$ cat config.mk
export PLATFORM = sky130hd
export DESIGN_NAME = pcounter_cfg_arb_flat
export DESIGN_NICKNAME = d
export VERILOG_FILES = /design/src/rtl/pcounter_cfg_arb_if.sv /design/src/rtl/pcounter_cfg_arb.sv /design/src/flat_wrapper.sv
export SDC_FILE = /design/constraint.sdc
export NUM_CORES = 1
export LEC_CHECK = 0
export ABC_CLOCK_PERIOD_IN_PS = 2050
export CORE_MARGIN = 3
export CORE_UTILIZATION = 35
export CTS_CLUSTER_DIAMETER = 80
export DETAILED_ROUTE_END_ITERATION = 10
export PLACE_DENSITY_LB_ADDON = 0.25
export SLEW_MARGIN = 20
export SYNTH_ARGS = -nofsm -noshare
export SYNTH_HDL_FRONTEND = slang
export SYNTH_SLANG_ARGS = --single-unit
$ cat constraint.sdc
create_clock -name clk -period 2.05 [get_ports clk]
set_input_delay 0.3075 -clock clk [delete_from_list [all_inputs] [get_ports clk]]
set_output_delay 0.3075 -clock clk [all_outputs]
set_load 0.02 [all_outputs]
$ cat src/rtl/pcounter_cfg_arb_if.sv
// Requester command/response and counter cfg bus for pcounter_cfg_arb.
// slave = arbiter side, master = requesters plus counter side.
interface pcounter_cfg_arb_if;
  logic        req0_valid, req0_rd_wr, req0_ready;
  logic [4:0]  req0_addr;
  logic [31:0] req0_wdata;
  logic        req1_valid, req1_rd_wr, req1_ready;
  logic [4:0]  req1_addr;
  logic [31:0] req1_wdata;
  logic        rsp0_valid, rsp0_err;
  logic [31:0] rsp0_rdata;
  logic        rsp1_valid, rsp1_err;
  logic [31:0] rsp1_rdata;
  logic        cfg_enable, cfg_rd_wr;
  logic [4:0]  cfg_addr;
  logic [31:0] cfg_wdata, cfg_rdata;
  logic        busy;

  modport slave (
    input  req0_valid, req0_rd_wr, req0_addr, req0_wdata,
    input  req1_valid, req1_rd_wr, req1_addr, req1_wdata, cfg_rdata,
    output req0_ready, req1_ready,
    output rsp0_valid, rsp0_err, rsp0_rdata, rsp1_valid, rsp1_err, rsp1_rdata,
    output cfg_enable, cfg_rd_wr, cfg_addr, cfg_wdata, busy
  );
  modport master (
    output req0_valid, req0_rd_wr, req0_addr, req0_wdata,
    output req1_valid, req1_rd_wr, req1_addr, req1_wdata, cfg_rdata,
    input  req0_ready, req1_ready,
    input  rsp0_valid, rsp0_err, rsp0_rdata, rsp1_valid, rsp1_err, rsp1_rdata,
    input  cfg_enable, cfg_rd_wr, cfg_addr, cfg_wdata, busy
  );
endinterface

$ cat src/rtl/pcounter_cfg_arb.sv
// Two-requester round-robin arbiter serialising commands onto the counter cfg port,
// with illegal-command rejection and a programmable idle gap between accesses.
module pcounter_cfg_arb #(
  parameter int GAP_CYCLES = 1
) (
  input logic              clk,
  input logic              rst,
  pcounter_cfg_arb_if.slave bus
);
  typedef enum logic [2:0] {IDLE = 3'd0, ACCESS = 3'd1, CAPTURE = 3'd2, RESP = 3'd3, GAP = 3'd4} state_e;
  typedef struct packed {
    logic        rd_wr;
    logic [4:0]  addr;
    logic [31:0] wdata;
  } cmd_t;

  localparam logic [3:0] GAP_LEN = 4'(GAP_CYCLES);

  state_e      state_q, state_d;
  cmd_t        cmd_q, cmd_d, cmd_sel;
  cmd_t [1:0]  req_cmd;
  logic [1:0]  req_vld;
  logic        last_q, last_d, gnt_q, gnt_d, err_q, err_d;
  logic        cfg_enable_q, cfg_enable_d;
  logic [31:0] rdata_q, rdata_d;
  logic [3:0]  gap_q, gap_d;
  logic        win, hs, illegal, rsp_fire;

  assign req_vld    = {bus.req1_valid, bus.req0_valid};
  assign req_cmd[0] = {bus.req0_rd_wr, bus.req0_addr, bus.req0_wdata};
  assign req_cmd[1] = {bus.req1_rd_wr, bus.req1_addr, bus.req1_wdata};

  // On contention the requester not served last wins; a lone requester always wins.
  assign win     = (&req_vld) ? ~last_q : req_vld[1];
  assign cmd_sel = req_cmd[win];
  assign hs      = rst & (state_q == IDLE) & (|req_vld);
  assign illegal = (cmd_sel.addr[1:0] != 2'b00) |
                   (~cmd_sel.rd_wr & ((cmd_sel.addr == 5'h10) | (cmd_sel.addr == 5'h14)));

  always_ff @(posedge clk or negedge rst) begin
    if (!rst) begin
      state_q      <= IDLE;
      cmd_q        <= '0;
      last_q       <= 1'b1;
      gnt_q        <= 1'b0;
      err_q        <= 1'b0;
      rdata_q      <= '0;
      gap_q        <= '0;
      cfg_enable_q <= 1'b0;
    end else begin
      state_q      <= state_d;
      cmd_q        <= cmd_d;
      last_q       <= last_d;
      gnt_q        <= gnt_d;
      err_q        <= err_d;
      rdata_q      <= rdata_d;
      gap_q        <= gap_d;
      cfg_enable_q <= cfg_enable_d;
    end
  end

  always_comb begin
    state_d = state_q;
    cmd_d   = cmd_q;
    last_d  = last_q;
    gnt_d   = gnt_q;
    err_d   = err_q;
    rdata_d = rdata_q;
    gap_d   = gap_q;
    case (state_q)
      IDLE: if (hs) begin
        // Rejected commands leave the cfg bus untouched.
        if (!illegal) cmd_d = cmd_sel;
        gnt_d   = win;
        last_d  = win;
        err_d   = illegal;
        rdata_d = '0;
        state_d = illegal ? RESP : ACCESS;
      end
      ACCESS:  state_d = cmd_q.rd_wr ? CAPTURE : RESP;
      CAPTURE: begin
        rdata_d = bus.cfg_rdata;
        state_d = RESP;
      end
      RESP: if ((GAP_LEN != 4'd0) && !err_q) begin
        state_d = GAP;
        gap_d   = GAP_LEN;
      end else begin
        state_d = IDLE;
      end
      GAP: if (gap_q <= 4'd1) begin
        gap_d   = 4'd0;
        state_d = IDLE;
      end else begin
        gap_d = gap_q - 4'd1;
      end
      default: state_d = IDLE;
    endcase
    cfg_enable_d = (state_d == ACCESS);
  end

  always_comb begin
    rsp_fire       = (state_q == RESP);
    bus.busy       = (state_q != IDLE);
    bus.req0_ready = hs & ~win;
    bus.req1_ready = hs & win;
    bus.rsp0_valid = rsp_fire & ~gnt_q;
    bus.rsp1_valid = rsp_fire & gnt_q;
    bus.rsp0_err   = bus.rsp0_valid & err_q;
    bus.rsp1_err   = bus.rsp1_valid & err_q;
    bus.rsp0_rdata = bus.rsp0_valid ? rdata_q : 32'h0;
    bus.rsp1_rdata = bus.rsp1_valid ? rdata_q : 32'h0;
    bus.cfg_enable = cfg_enable_q;
    bus.cfg_rd_wr  = cmd_q.rd_wr;
    bus.cfg_addr   = cmd_q.addr;
    bus.cfg_wdata  = cmd_q.wdata;
  end
endmodule

$ cat src/flat_wrapper.sv
// flat-port wrapper written by rule: the top's interface ports become plain ports
module pcounter_cfg_arb_flat 
#(
  parameter int GAP_CYCLES = 1
)
  (clk, rst, bus_req0_valid, bus_req0_rd_wr, bus_req0_addr, bus_req0_wdata, bus_req1_valid, bus_req1_rd_wr, bus_req1_addr, bus_req1_wdata, bus_cfg_rdata, bus_req0_ready, bus_req1_ready, bus_rsp0_valid, bus_rsp0_err, bus_rsp0_rdata, bus_rsp1_valid, bus_rsp1_err, bus_rsp1_rdata, bus_cfg_enable, bus_cfg_rd_wr, bus_cfg_addr, bus_cfg_wdata, bus_busy);
  pcounter_cfg_arb_if bus_i ();
  input logic clk;
  input logic rst;
  input wire logic [$bits(bus_i.req0_valid)-1:0] bus_req0_valid;
  input wire logic [$bits(bus_i.req0_rd_wr)-1:0] bus_req0_rd_wr;
  input wire logic [$bits(bus_i.req0_addr)-1:0] bus_req0_addr;
  input wire logic [$bits(bus_i.req0_wdata)-1:0] bus_req0_wdata;
  input wire logic [$bits(bus_i.req1_valid)-1:0] bus_req1_valid;
  input wire logic [$bits(bus_i.req1_rd_wr)-1:0] bus_req1_rd_wr;
  input wire logic [$bits(bus_i.req1_addr)-1:0] bus_req1_addr;
  input wire logic [$bits(bus_i.req1_wdata)-1:0] bus_req1_wdata;
  input wire logic [$bits(bus_i.cfg_rdata)-1:0] bus_cfg_rdata;
  output wire logic [$bits(bus_i.req0_ready)-1:0] bus_req0_ready;
  output wire logic [$bits(bus_i.req1_ready)-1:0] bus_req1_ready;
  output wire logic [$bits(bus_i.rsp0_valid)-1:0] bus_rsp0_valid;
  output wire logic [$bits(bus_i.rsp0_err)-1:0] bus_rsp0_err;
  output wire logic [$bits(bus_i.rsp0_rdata)-1:0] bus_rsp0_rdata;
  output wire logic [$bits(bus_i.rsp1_valid)-1:0] bus_rsp1_valid;
  output wire logic [$bits(bus_i.rsp1_err)-1:0] bus_rsp1_err;
  output wire logic [$bits(bus_i.rsp1_rdata)-1:0] bus_rsp1_rdata;
  output wire logic [$bits(bus_i.cfg_enable)-1:0] bus_cfg_enable;
  output wire logic [$bits(bus_i.cfg_rd_wr)-1:0] bus_cfg_rd_wr;
  output wire logic [$bits(bus_i.cfg_addr)-1:0] bus_cfg_addr;
  output wire logic [$bits(bus_i.cfg_wdata)-1:0] bus_cfg_wdata;
  output wire logic [$bits(bus_i.busy)-1:0] bus_busy;
  assign bus_i.req0_valid = bus_req0_valid;
  assign bus_i.req0_rd_wr = bus_req0_rd_wr;
  assign bus_i.req0_addr = bus_req0_addr;
  assign bus_i.req0_wdata = bus_req0_wdata;
  assign bus_i.req1_valid = bus_req1_valid;
  assign bus_i.req1_rd_wr = bus_req1_rd_wr;
  assign bus_i.req1_addr = bus_req1_addr;
  assign bus_i.req1_wdata = bus_req1_wdata;
  assign bus_i.cfg_rdata = bus_cfg_rdata;
  assign bus_req0_ready = bus_i.req0_ready;
  assign bus_req1_ready = bus_i.req1_ready;
  assign bus_rsp0_valid = bus_i.rsp0_valid;
  assign bus_rsp0_err = bus_i.rsp0_err;
  assign bus_rsp0_rdata = bus_i.rsp0_rdata;
  assign bus_rsp1_valid = bus_i.rsp1_valid;
  assign bus_rsp1_err = bus_i.rsp1_err;
  assign bus_rsp1_rdata = bus_i.rsp1_rdata;
  assign bus_cfg_enable = bus_i.cfg_enable;
  assign bus_cfg_rd_wr = bus_i.cfg_rd_wr;
  assign bus_cfg_addr = bus_i.cfg_addr;
  assign bus_cfg_wdata = bus_i.cfg_wdata;
  assign bus_busy = bus_i.busy;
  pcounter_cfg_arb #(.GAP_CYCLES(GAP_CYCLES)) u_core (.clk(clk), .rst(rst), .bus(bus_i));
endmodule
; After elaboration in Yosys (flattened, before gate mapping)
; Cells that the tools add are included.
[totals]
register_bits = 81
input_bits = 112
out_inout_bits = 110
wordCells = 65
[op_classes]
n_addsub = 1
order_cmp = 2
eq_ne = 9
muxes = 16
n_bitwise = 16
n_reduce_logical = 11
[ops]
columns = operator, count
row1 = two-way mux 32 bit, 3
row2 = two-way mux 38 bit, 2
row3 = case mux 32 bit (2 select lines), 1
row4 = case mux 3 bit (5 select lines), 1
row5 = equality test 5 bit (second input constant), 2
row6 = bitwise AND 1 bit, 9
row7 = two-way mux 3 bit, 3
row8 = two-way mux 4 bit, 2
row9 = case mux 4 bit (2 select lines), 1
row10 = AND reduction 2 bit, 4
row11 = equality test 3 x 1 -> 1 bit (second input constant), 2
row12 = equality test 3 x 2 -> 1 bit (second input constant), 2
row13 = nonzero test 2 bit, 3
row14 = inverter 1 bit, 5
row15 = <= comparator 4 x 1 -> 1 bit (second input constant), 1
row16 = subtractor 4 x 1 -> 4 bit (second input constant), 1
row17 = equality test 3 bit (second input constant), 1
row18 = logical NOT 3 bit, 1
row19 = AND reduction 3 bit, 1
row20 = nonzero test 3 bit, 1
row21 = less-than comparator 1 x 2 -> 1 bit (second input constant), 1
row22 = two-way mux 1 bit, 2
row23 = two-way mux 2 bit, 1
row24 = inequality test 2 x 1 -> 1 bit (second input constant), 1
row25 = 3 further kinds, 4

; Depth between registers and ports, before layout
; Gate-level depths: netlist (run 1).
[depth]
depth_word = 12
depth_mapped = 7
ltp_nobuf = 6

; Worst setup path before layout (run 1)
; No wires, ideal clock.
[synth_path]
path_type = register to register
from = reg u_core.last_q
to = reg u_core.cmd_q, in the netlist u_core.bus.cfg_wdata[0]
setup_time_ps = 127
arrival_time_ps = 1809
t_required_ps = 1923
path_slack_ps = 113
stages_incl_launch_ff = 7
path_buffers = 2
synth_period_minus_slack_ps = 1937
path_cell_list = dfstp_2 > a21boi_1 > a2111o_1 > a21oi_2 > buf_4 > buf_6 > mux2_1
[synth_between]
elab_chain_cells = 10
word_cells_on_any_way = 13
classes_between = eq/ne: 2 / mux: 3 / bitwise: 6 / reduce/logical: 2
[synth_lines]
columns = item, line
row1 = start: declaration, pcounter_cfg_arb.sv:23  ; logic last_q, last_d, gnt_q, gnt_d, err_q, err_d;
row2 = start signal: assignment, pcounter_cfg_arb.sv:53  ; last_q <= last_d;
row3 = inverter 1 bit (*), pcounter_cfg_arb.sv:34  ; assign win = (&req_vld) ? ~last_q : req_vld[1];
row4 = two-way mux 1 bit (*), pcounter_cfg_arb.sv:34
row5 = two-way mux 38 bit (not written as such) (*) (2 in a row), pcounter_cfg_arb.sv:35  ; assign cmd_sel = req_cmd[win];
row6 = equality test 5 bit, pcounter_cfg_arb.sv:38  ; (~cmd_sel.rd_wr & ((cmd_sel.addr == 5'h10) | (cmd_sel.addr == 5'h14)));
row7 = bitwise OR 1 bit, pcounter_cfg_arb.sv:38
row8 = bitwise AND 1 bit, pcounter_cfg_arb.sv:38
row9 = bitwise OR 1 bit, pcounter_cfg_arb.sv:37  ; assign illegal = (cmd_sel.addr[1:0] != 2'b00) |
row10 = inverter 1 bit (no line), -
row11 = AND reduction 3 bit (no line), -
row12 = end signal: assignment, pcounter_cfg_arb.sv:52  ; cmd_q <= cmd_d;
row13 = end: declaration, pcounter_cfg_arb.sv:20  ; cmd_t cmd_q, cmd_d, cmd_sel;
; Every way passes the cells marked *; elsewhere a longest branch is shown, timed or not. The select of a mux whose other input is x is not followed.
; A chain may end at the register's enable or synchronous reset.

; Final worst setup path (run 1)
[layout_path]
from = in bus_req1_valid
to = reg u_core.cmd_q, in the netlist u_core.bus.cfg_wdata[31]
[layout_between]
elab_chain_cells = 10
word_cells_on_any_way = 15
classes_between = eq/ne: 2 / mux: 3 / bitwise: 6 / reduce/logical: 4
[layout_lines]
columns = item, line
row1 = start: declaration, flat_wrapper.sv:14  ; input wire logic [$bits(bus_i.req1_valid)-1:0] bus_req1_valid;
row2 = AND reduction 2 bit, pcounter_cfg_arb.sv:34
row3 = two-way mux 1 bit, pcounter_cfg_arb.sv:34
row4 = two-way mux 38 bit (not written as such) (2 in a row), pcounter_cfg_arb.sv:35
row5 = equality test 5 bit, pcounter_cfg_arb.sv:38
row6 = bitwise OR 1 bit, pcounter_cfg_arb.sv:38
row7 = bitwise AND 1 bit, pcounter_cfg_arb.sv:38
row8 = bitwise OR 1 bit, pcounter_cfg_arb.sv:37
row9 = inverter 1 bit (no line), -
row10 = AND reduction 3 bit (no line), -
; Parallel ways exist; a longest one is shown, timed or not. The select of a mux whose other input is x is not followed.

==> out/metrics.csv, run 1 <==
stage;metric;value;unit
status;status;completed;
route;Via density;4.84;
worst_setup_path;critical path type;input pin to flop;
power_and_ir_drop;Comb pwr share;47.4;%
grt;initial antenna violation count;0;
cells_and_area;Nets;675;
sta;skew final;9.94;ps
logic_synthesis;count of cell types in the netlist;37;
clocking;clock root cell;clkbuf_16;
grt;global route total overflow;0;
logic_synthesis;Synthesis Warnings;0;
cells_and_area;most common cell after layout, fill and taps aside;clkdlybuf4s50_1;
worst_setup_path;CP max FO;7;
cells_and_area;ANT cells;0;
worst_setup_path;worst reg2reg path depth;8;
placed_design;DP HPWL;8530;µm
power_and_ir_drop;Pint;5230;µW
worst_setup_path;max incr delay on CP;500;ps
route;Routed wire per std cell;16.2;µm
worst_setup_path;Worst Setup EP;u_core.bus.cfg_wdata[31]$_DFFE_PN0P_;
grt;vias in the first global route;3512;
hold_path;HP Class;input pin to async pin;
die;DIE AREA;12700;µm²
placed_design;GP Congestion;0.779;
grt;pin count of the biggest net entering global routing;82;
grt;Total Routing Usage GR;17.5;%
die;chip height;112;µm
logic_synthesis;Syn Inst Count;327;
flow_run;max-cap violation count;0;
worst_setup_path;critical path arrival;2190;ps
worst_setup_path;most used cell, CP;buf_4;
worst_setup_path;R2R Setup Slk;110;ps
power_and_ir_drop;Tot Pwr;8180;µW
route;DRC;0;
power_and_ir_drop;Leak;0.00302;µW
die;Initial Util;36.1;%
clocking;clock latency on the worst-skew pair;320;ps
sta;fmax;0.505;GHz
clocking;total CTS buffers;9;
die;Site Rows;38;
power_and_ir_drop;Sw Ratio;36.1;%
logic_synthesis;FF+latch count, synth;81;
worst_setup_path;Worst setup SP type;input pin;
sta;Hold Vio Cnt, Final;0;
sta;hold_ws;156;ps
clocking;Sink Count;81;
clocking;hold buffer count at CTS;0;
cells_and_area;most frequent cells in the layout;clkdlybuf4s50_1, dfrtp_1, and2_1;
placed_design;I/O Buffers;221;
grt;global-route wire length before repair;17900;µm
power_and_ir_drop;share of power burned in registers;33.5;%
logic_synthesis;post-synth net total;441;
worst_setup_path;Worst Setup End Kind;flop;
die;I/O pins;222;
sta;Slew headroom;51.9;%
sta;slack of the critical path;70.6;ps
clocking;TritonCTS clock tree;yes;
worst_setup_path;Critical Path Start;bus_req1_valid;
route;drt pass-1 iters;4;
worst_setup_path;r2r startpoint;u_core.state_q[1]$_DFF_PN0_;
die;Core ar.;11000;µm²
placed_design;Cells after DPL;685;
sta;Tcrit/Tclk final;96.6;%
sta;endpoints failing setup;0;
logic_synthesis;Seq/Total Area, Yosys;51.1;%
power_and_ir_drop;worst vdd ir;0.538;mV
grt;met3 GRT Util;7.82;%
cells_and_area;post-route insts no fill;706;
route;vias after detailed routing;3417;
grt;GRT met2 Usage;29.6;%
logic_synthesis;Avg Inst Size Synth;12.1;µm²
route;Iter 0 DRT Violations;128;
grt;GR Util met1;20.5;%
sta;Slew Limit Fails;0;
worst_setup_path;slowest library cell on the worst path;clkdlybuf4s50_1;
worst_setup_path;worst endpoint required time;2260;ps
power_and_ir_drop;clock share of power;19.1;%
die;Die W;112;µm
power_and_ir_drop;NetSw;2950;µW
clocking;Clock transition at path regs;60;ps
clocking;CTS Buffer Depth;2;
logic_synthesis;Cell Area, Synth;3970;µm²
placed_design;pre-CTS WS;-242;ps
grt;GR peak layer;met2;
route;Routed Antenna Nets;0;
sta;fin crit period;1980;ps
cells_and_area;share of layout cells above drive strength 1;32.2;%
worst_setup_path;crit-path cells;clkdlybuf4s50_1 -> a21boi_4 -> buf_4 -> o311ai_1 -> a21oi_4 -> buf_4 -> buf_4 -> mux2_2;
sta;RSZ-0062 raised after global routing;yes;
worst_setup_path;Crit Reg-Reg Endpoint;u_core.bus.cfg_wdata[31]$_DFFE_PN0P_;
sta;worst-margin pin slew;721;ps
power_and_ir_drop;Pwr Density;1260;nW/µm²
route;final WL;11400;µm
cells_and_area;Area Growth Syn to Fin;64.1;%
clocking;total number of H-tree levels;3;
[power by group through the flow]
stage | Clock [µW] | Sequential, µW | Combinational, µW
detailed placement | 0 | 2750 | 4070
finish | 1560 | 2740 | 3880
global route | 1690 | 2840 | 4170
floorplan | 0 | 3040 | 1810
CTS | 1610 | 2740 | 4030
global placement | 0 | 2730 | 3990
[critical path, delay by kind of cell]
kind                   cells  cell delay [ps]
muxes                      1              340
AOI/OAI and AO/OA          3              610
buffers and inverters      4              930
[sequential cells by signal, indices dropped and copies added (netlist names)]
register	count
u_core.state_q	3
u_core.bus.cfg_rd_wr	1
u_core.bus.cfg_enable	1
u_core.gap_q	4
u_core.bus.cfg_addr	5
u_core.err_q	1
u_core.gnt_q	1
u_core.last_q	1
u_core.bus.cfg_wdata	32
u_core.rdata_q	32
[per-stage QoR]
step,area [µm²],TNS [ps],utilization (%)
2_1_floorplan,3970,0,-
6_report,6510,0,59.3
3_3_place_gp,6470,-6300,58.9
4_1_cts,6840,0,62.3
3_5_place_dp,6470,-8010,58.9
5_1_grt,6510,-105,59.3
[synth_stat cells, drive strengths merged]
library cell | n | area (µm²)
or3b | 1 | 8.76
a22o | 32 | 280
nand2 | 5 | 18.8
o21ai | 7 | 38.8
and2 | 67 | 419
or2 | 1 | 6.26
a21o | 1 | 7.51
nor2 | 9 | 33.8
a31oi | 1 | 6.26
nor2b | 2 | 12.5
dfrtp | 80 | 2000
a2111o | 1 | 11.3
o21a | 2 | 15.0
dfstp | 1 | 26.3
o31ai | 1 | 7.51
clkbuf | 14 | 52.6
nand3b | 2 | 15.0
ha | 2 | 25.0
xnor2 | 2 | 17.5
a2bb2oi | 1 | 8.76
nor4b | 1 | 15.0
a21boi | 1 | 7.51
mux2 | 72 | 811
nor3 | 2 | 10.0
o311ai | 1 | 8.76
a21oi | 2 | 13.8
buf | 8 | 48.8
inv | 5 | 18.8
or3 | 1 | 6.26
o41ai | 1 | 8.76
nor3b | 1 | 7.51
[how the worst min path moves through the flow]
stage | startpoint | end | slack (ps) | cells past startpoint
after CTS | rst | u_core.bus.cfg_wdata[29]$_DFFE_PN0P_ | 320 | 2
after global placement | u_core.bus.cfg_rd_wr$_DFFE_PN0P_ | u_core.state_q[0]$_DFF_PN0_ | 460 | 1
final | rst | u_core.state_q[1]$_DFF_PN0_ | 160 | 2
after detailed placement | u_core.bus.cfg_wdata[6]$_DFFE_PN0P_ | u_core.bus.cfg_wdata[6]$_DFFE_PN0P_ | 480 | 1
after global routing | rst | u_core.rdata_q[26]$_DFFE_PN0P_ | 210 | 2
after floorplan | rst | u_core.bus.cfg_addr[0]$_DFFE_PN0P_ | 10 | 0
[repair_timing]
item | 4_1_cts | 5_1_grt
cloned | 0 | 2
resized for setup | 206 | 73
pin swaps | 0 | 2
setup endpoints to repair | 71 | 74
setup buffers | 0 | 3
[logic make-up after synthesis]
kind of cell	Yosys count	share of synthesized area, %
compound gates	51	10.4
xor+xnor	2	0.441
fa+ha+maj	2	0.630
buf+inv	27	3.03
flops	81	51.1
mux	72	20.4
simple gates	92	13.9
[metal layers]
layer,vias to the layer above,wire length [µm]
li1,1620,-
met1,1611,4650
met2,177,5390
met3,9,1300
met4,0,114
met5,-,0
[layout make-up]
type	count	area (µm²)
Fill cell	942	4470
Timing Repair Buffer	245	2150
Sequential cell	81	2030
Multi-Input combinational cell	219	1850
Clock buffer	12	236
Tap cell	140	175
Clock inverter	4	53.8
Inverter	5	18.8
(Power assumes the default switching activity.)
==> inputs of run 2 (changes only) <==
--- a/config.mk
+++ b/config.mk
@@ -6,6 +6,7 @@
 export NUM_CORES = 1
 export LEC_CHECK = 0
 export ABC_CLOCK_PERIOD_IN_PS = 2050
+export CORE_ASPECT_RATIO = 1.2
 export CORE_MARGIN = 3
 export CORE_UTILIZATION = 35
 export CTS_CLUSTER_DIAMETER = 80
==> run 2 against run 1 <==
Compared with the run above:
- non-clock buffer count grew 7
- sequential share of layout area down 3.0 points
- highest routed layer unchanged
- largest cell class unchanged
- register-to-register slack lost 50 ps
- cell count fell by 0.71%
- largest power group unchanged
- critical endpoint is now bus_rsp1_rdata[26]
- critical path depth decreased by 2
- sequential cell count unchanged
- the run now ends with setup timing left
- sequential power up 2%
- global-route usage up 0.33 points
- power grew 10%
==> out/metrics.csv, run 2 (synthesized netlist as in run 1, its figures left out) <==
stage;metric;value;unit;change
status;status;finished, violations left;;
status;failing checks;setup timing;;
grt;global-route wire length before repair;17500;µm;-2.4%
clocking;TritonCTS clock tree;yes;;
worst_setup_path;Top delay family on crit path;simple AND/OR/NAND/NOR gates;;
grt;pin count of the biggest net entering global routing;82;;unchanged
worst_setup_path;critical path type;flop to output port;;
die;Site Rows;41;;+7.9%
worst_setup_path;worst endpoint required time;1740;ps;-520 ps
worst_setup_path;slowest library cell on the worst path;dfrtp_1;;
worst_setup_path;Worst setup SP type;flop;;
placed_design;pre-CTS WS;-242;ps;+0.293 ps
sta;TNS Setup;-799;ps;-799 ps
grt;global route total overflow;0;;unchanged
worst_setup_path;CP max FO;8;;+1
sta;endpoints failing setup;56;;+56
clocking;clock root cell;clkbuf_16;;
clocking;Clock transition at path regs;60;ps;about the same
grt;GRT met2 Usage;28.6;%;-0.99 points
sta;Hold Vio Cnt, Final;0;;unchanged
die;chip height;123;µm;+9.0%
cells_and_area;most common cell after layout, fill and taps aside;clkdlybuf4s50_1;;
hold_path;HP Class;input pin to async pin;;
die;Core ar.;10800;µm²;-1.9%
route;drt pass-1 iters;4;;unchanged
grt;GR peak layer;met2;;
cells_and_area;most frequent cells in the layout;clkdlybuf4s50_1, dfrtp_1, buf_6;;
flow_run;max-cap violation count;0;;unchanged
grt;GR Util met1;21.9;%;+1.5 points
placed_design;I/O Buffers;221;;unchanged
worst_setup_path;worst path bufs/invs;3;;-1
die;Die W;103;µm;-8.2%
die;I/O pins;222;;unchanged
clocking;clock latency on the worst-skew pair;330;ps;about the same
cells_and_area;Area Growth Syn to Fin;81.3;%;
sta;RSZ-0062 raised after global routing;yes;;
grt;met3 GRT Util;5.97;%;-1.8 points
die;DIE AREA;12700;µm²;about the same
route;Iter 0 DRT Violations;92;;-28%
route;Via density;5.04;;+4.1%
die;Initial Util;36.8;%;+0.71 points
cells_and_area;Nets;682;;+1.0%
placed_design;DP HPWL;8560;µm;+0.42%
sta;Slew headroom;52.4;%;+0.46 points
power_and_ir_drop;worst vdd ir;0.566;mV;+5.1%
worst_setup_path;crit-path cells;nand3b_1 -> nor2_4 -> buf_12 -> clkbuf_16 -> and2_4 -> buf_6;;
sta;worst-margin pin slew;714;ps;-6.93 ps
grt;vias in the first global route;3446;;-1.9%
clocking;Sink Count;81;;unchanged
worst_setup_path;critical path arrival;1790;ps;-400 ps
grt;Total Routing Usage GR;17.9;%;+0.33 points
sta;fmax;0.477;GHz;-5.6%
grt;initial antenna violation count;0;;unchanged
clocking;hold buffer count at CTS;0;;unchanged
sta;fin crit period;2100;ps;+117 ps
clocking;CTS Buffer Depth;2;;unchanged
route;vias after detailed routing;3533;;+3.4%
sta;slack of the critical path;-46.8;ps;-117 ps
cells_and_area;ANT cells;0;;unchanged
sta;skew final;4.30;ps;-5.64 ps
route;Routed wire per std cell;18.3;µm;+13%
clocking;total CTS buffers;9;;unchanged
sta;Slew Limit Fails;0;;unchanged
cells_and_area;share of layout cells above drive strength 1;43.9;%;+12 points
route;final WL;12800;µm;+12%
route;Routed Antenna Nets;0;;unchanged
power_and_ir_drop;Leak;0.00322;µW;+6.5%
clocking;total number of H-tree levels;3;;unchanged
worst_setup_path;max incr delay on CP;400;ps;-100 ps
worst_setup_path;Worst Setup End Kind;output port;;
power_and_ir_drop;Pwr Density;1250;nW/µm²;-0.20%
sta;Tcrit/Tclk final;102;%;+5.7 points
route;DRC;0;;unchanged
placed_design;GP Congestion;0.756;;-2.9%
==> run 2: cell count changes in the layout (fill, tap and decap cells not counted), sizes merged <==
cell,before,now
buf,89,95
clkdlybuf4s15,1,0
clkinvlp,2,0
clkinv,1,3
clkbuf,16,18
dlygate4sd2,2,1
==> run 2: path summary, 6_finish.rpt <==
| kind | from | to | slack (ps) | cells after the start |
|---|---|---|---|---|
| worst max-delay path | u_core.state_q[2]$_DFF_PN0_ | bus_rsp1_rdata[26] | -50 | 6 |
| worst min-delay path | rst | u_core.rdata_q[26]$_DFFE_PN0P_ | 140 | 2 |
| worst max register to register | u_core.last_q$_DFFE_PN1P_ | u_core.bus.cfg_wdata[1]$_DFFE_PN0P_ | 60 | 5 |
| worst min register to register | u_core.bus.cfg_rd_wr$_DFFE_PN0P_ | u_core.state_q[0]$_DFF_PN0_ | 470 | 1 |
| max in group asynchronous | rst | u_core.rdata_q[20]$_DFFE_PN0P_ | 1440 | 2 |
| min in group clk | rst | u_core.state_q[0]$_DFF_PN0_ | 400 | 4 |
==> run 2: worst register-to-register path, cell delays in order, from the launching register on <==
cell and delay [ps]:
dfstp_2 570, a21boi_4 80, a2111o_1 450, a21oi_4 200, buf_12 220, mux2_1 360
==> run 2: what timing repair did <==
item / 4_1_cts / 5_1_grt
gates cloned: 0 / 8
setup endpoints to repair: 71 / 98
pin swaps: 0 / 15
gates resized for setup: 205 / 274
setup buffers: 0 / 2
==> run 2: layout make-up <==
cell class                      instances  area [µm²]
Multi-Input combinational cell        219        2020
Tap cell                              129         161
Sequential cell                        81        2030
Fill cell                             800        3580
Inverter                                5        18.8
Timing Repair Buffer                  252        2690
Clock inverter                          4        45.0
Clock buffer                           11         233
==> run 2: through the flow <==
step | instance area [µm²] | total power [µW] | std cells | hold WS, ps | utilization [%]
after floorplan | 3970 | 4850 | 327 | 11.9 | -
after global placement | 6490 | 6730 | 676 | 458 | 60.2
after detailed placement | 6490 | 6840 | 676 | 466 | 60.2
after CTS | 6850 | 8380 | 691 | 303 | 63.5
after global routing | 7190 | 9520 | 701 | 213 | 66.8
final | 7190 | 9020 | 701 | 135 | 66.8
==> run 2: layer usage <==
layer / vias up / wire, µm
met5: - / 0
li1: 1628 / -
met3: 21 / 1190
met4: 0 / 335
met2: 180 / 6310
met1: 1704 / 4990
==> run 2: where the power goes <==
part / leakage [µW] / internal [µW] / switching [µW]
clock: 0.000139 / 930 / 604
combinational: 0.00205 / 2560 / 2120
sequential: 0.00102 / 2300 / 508
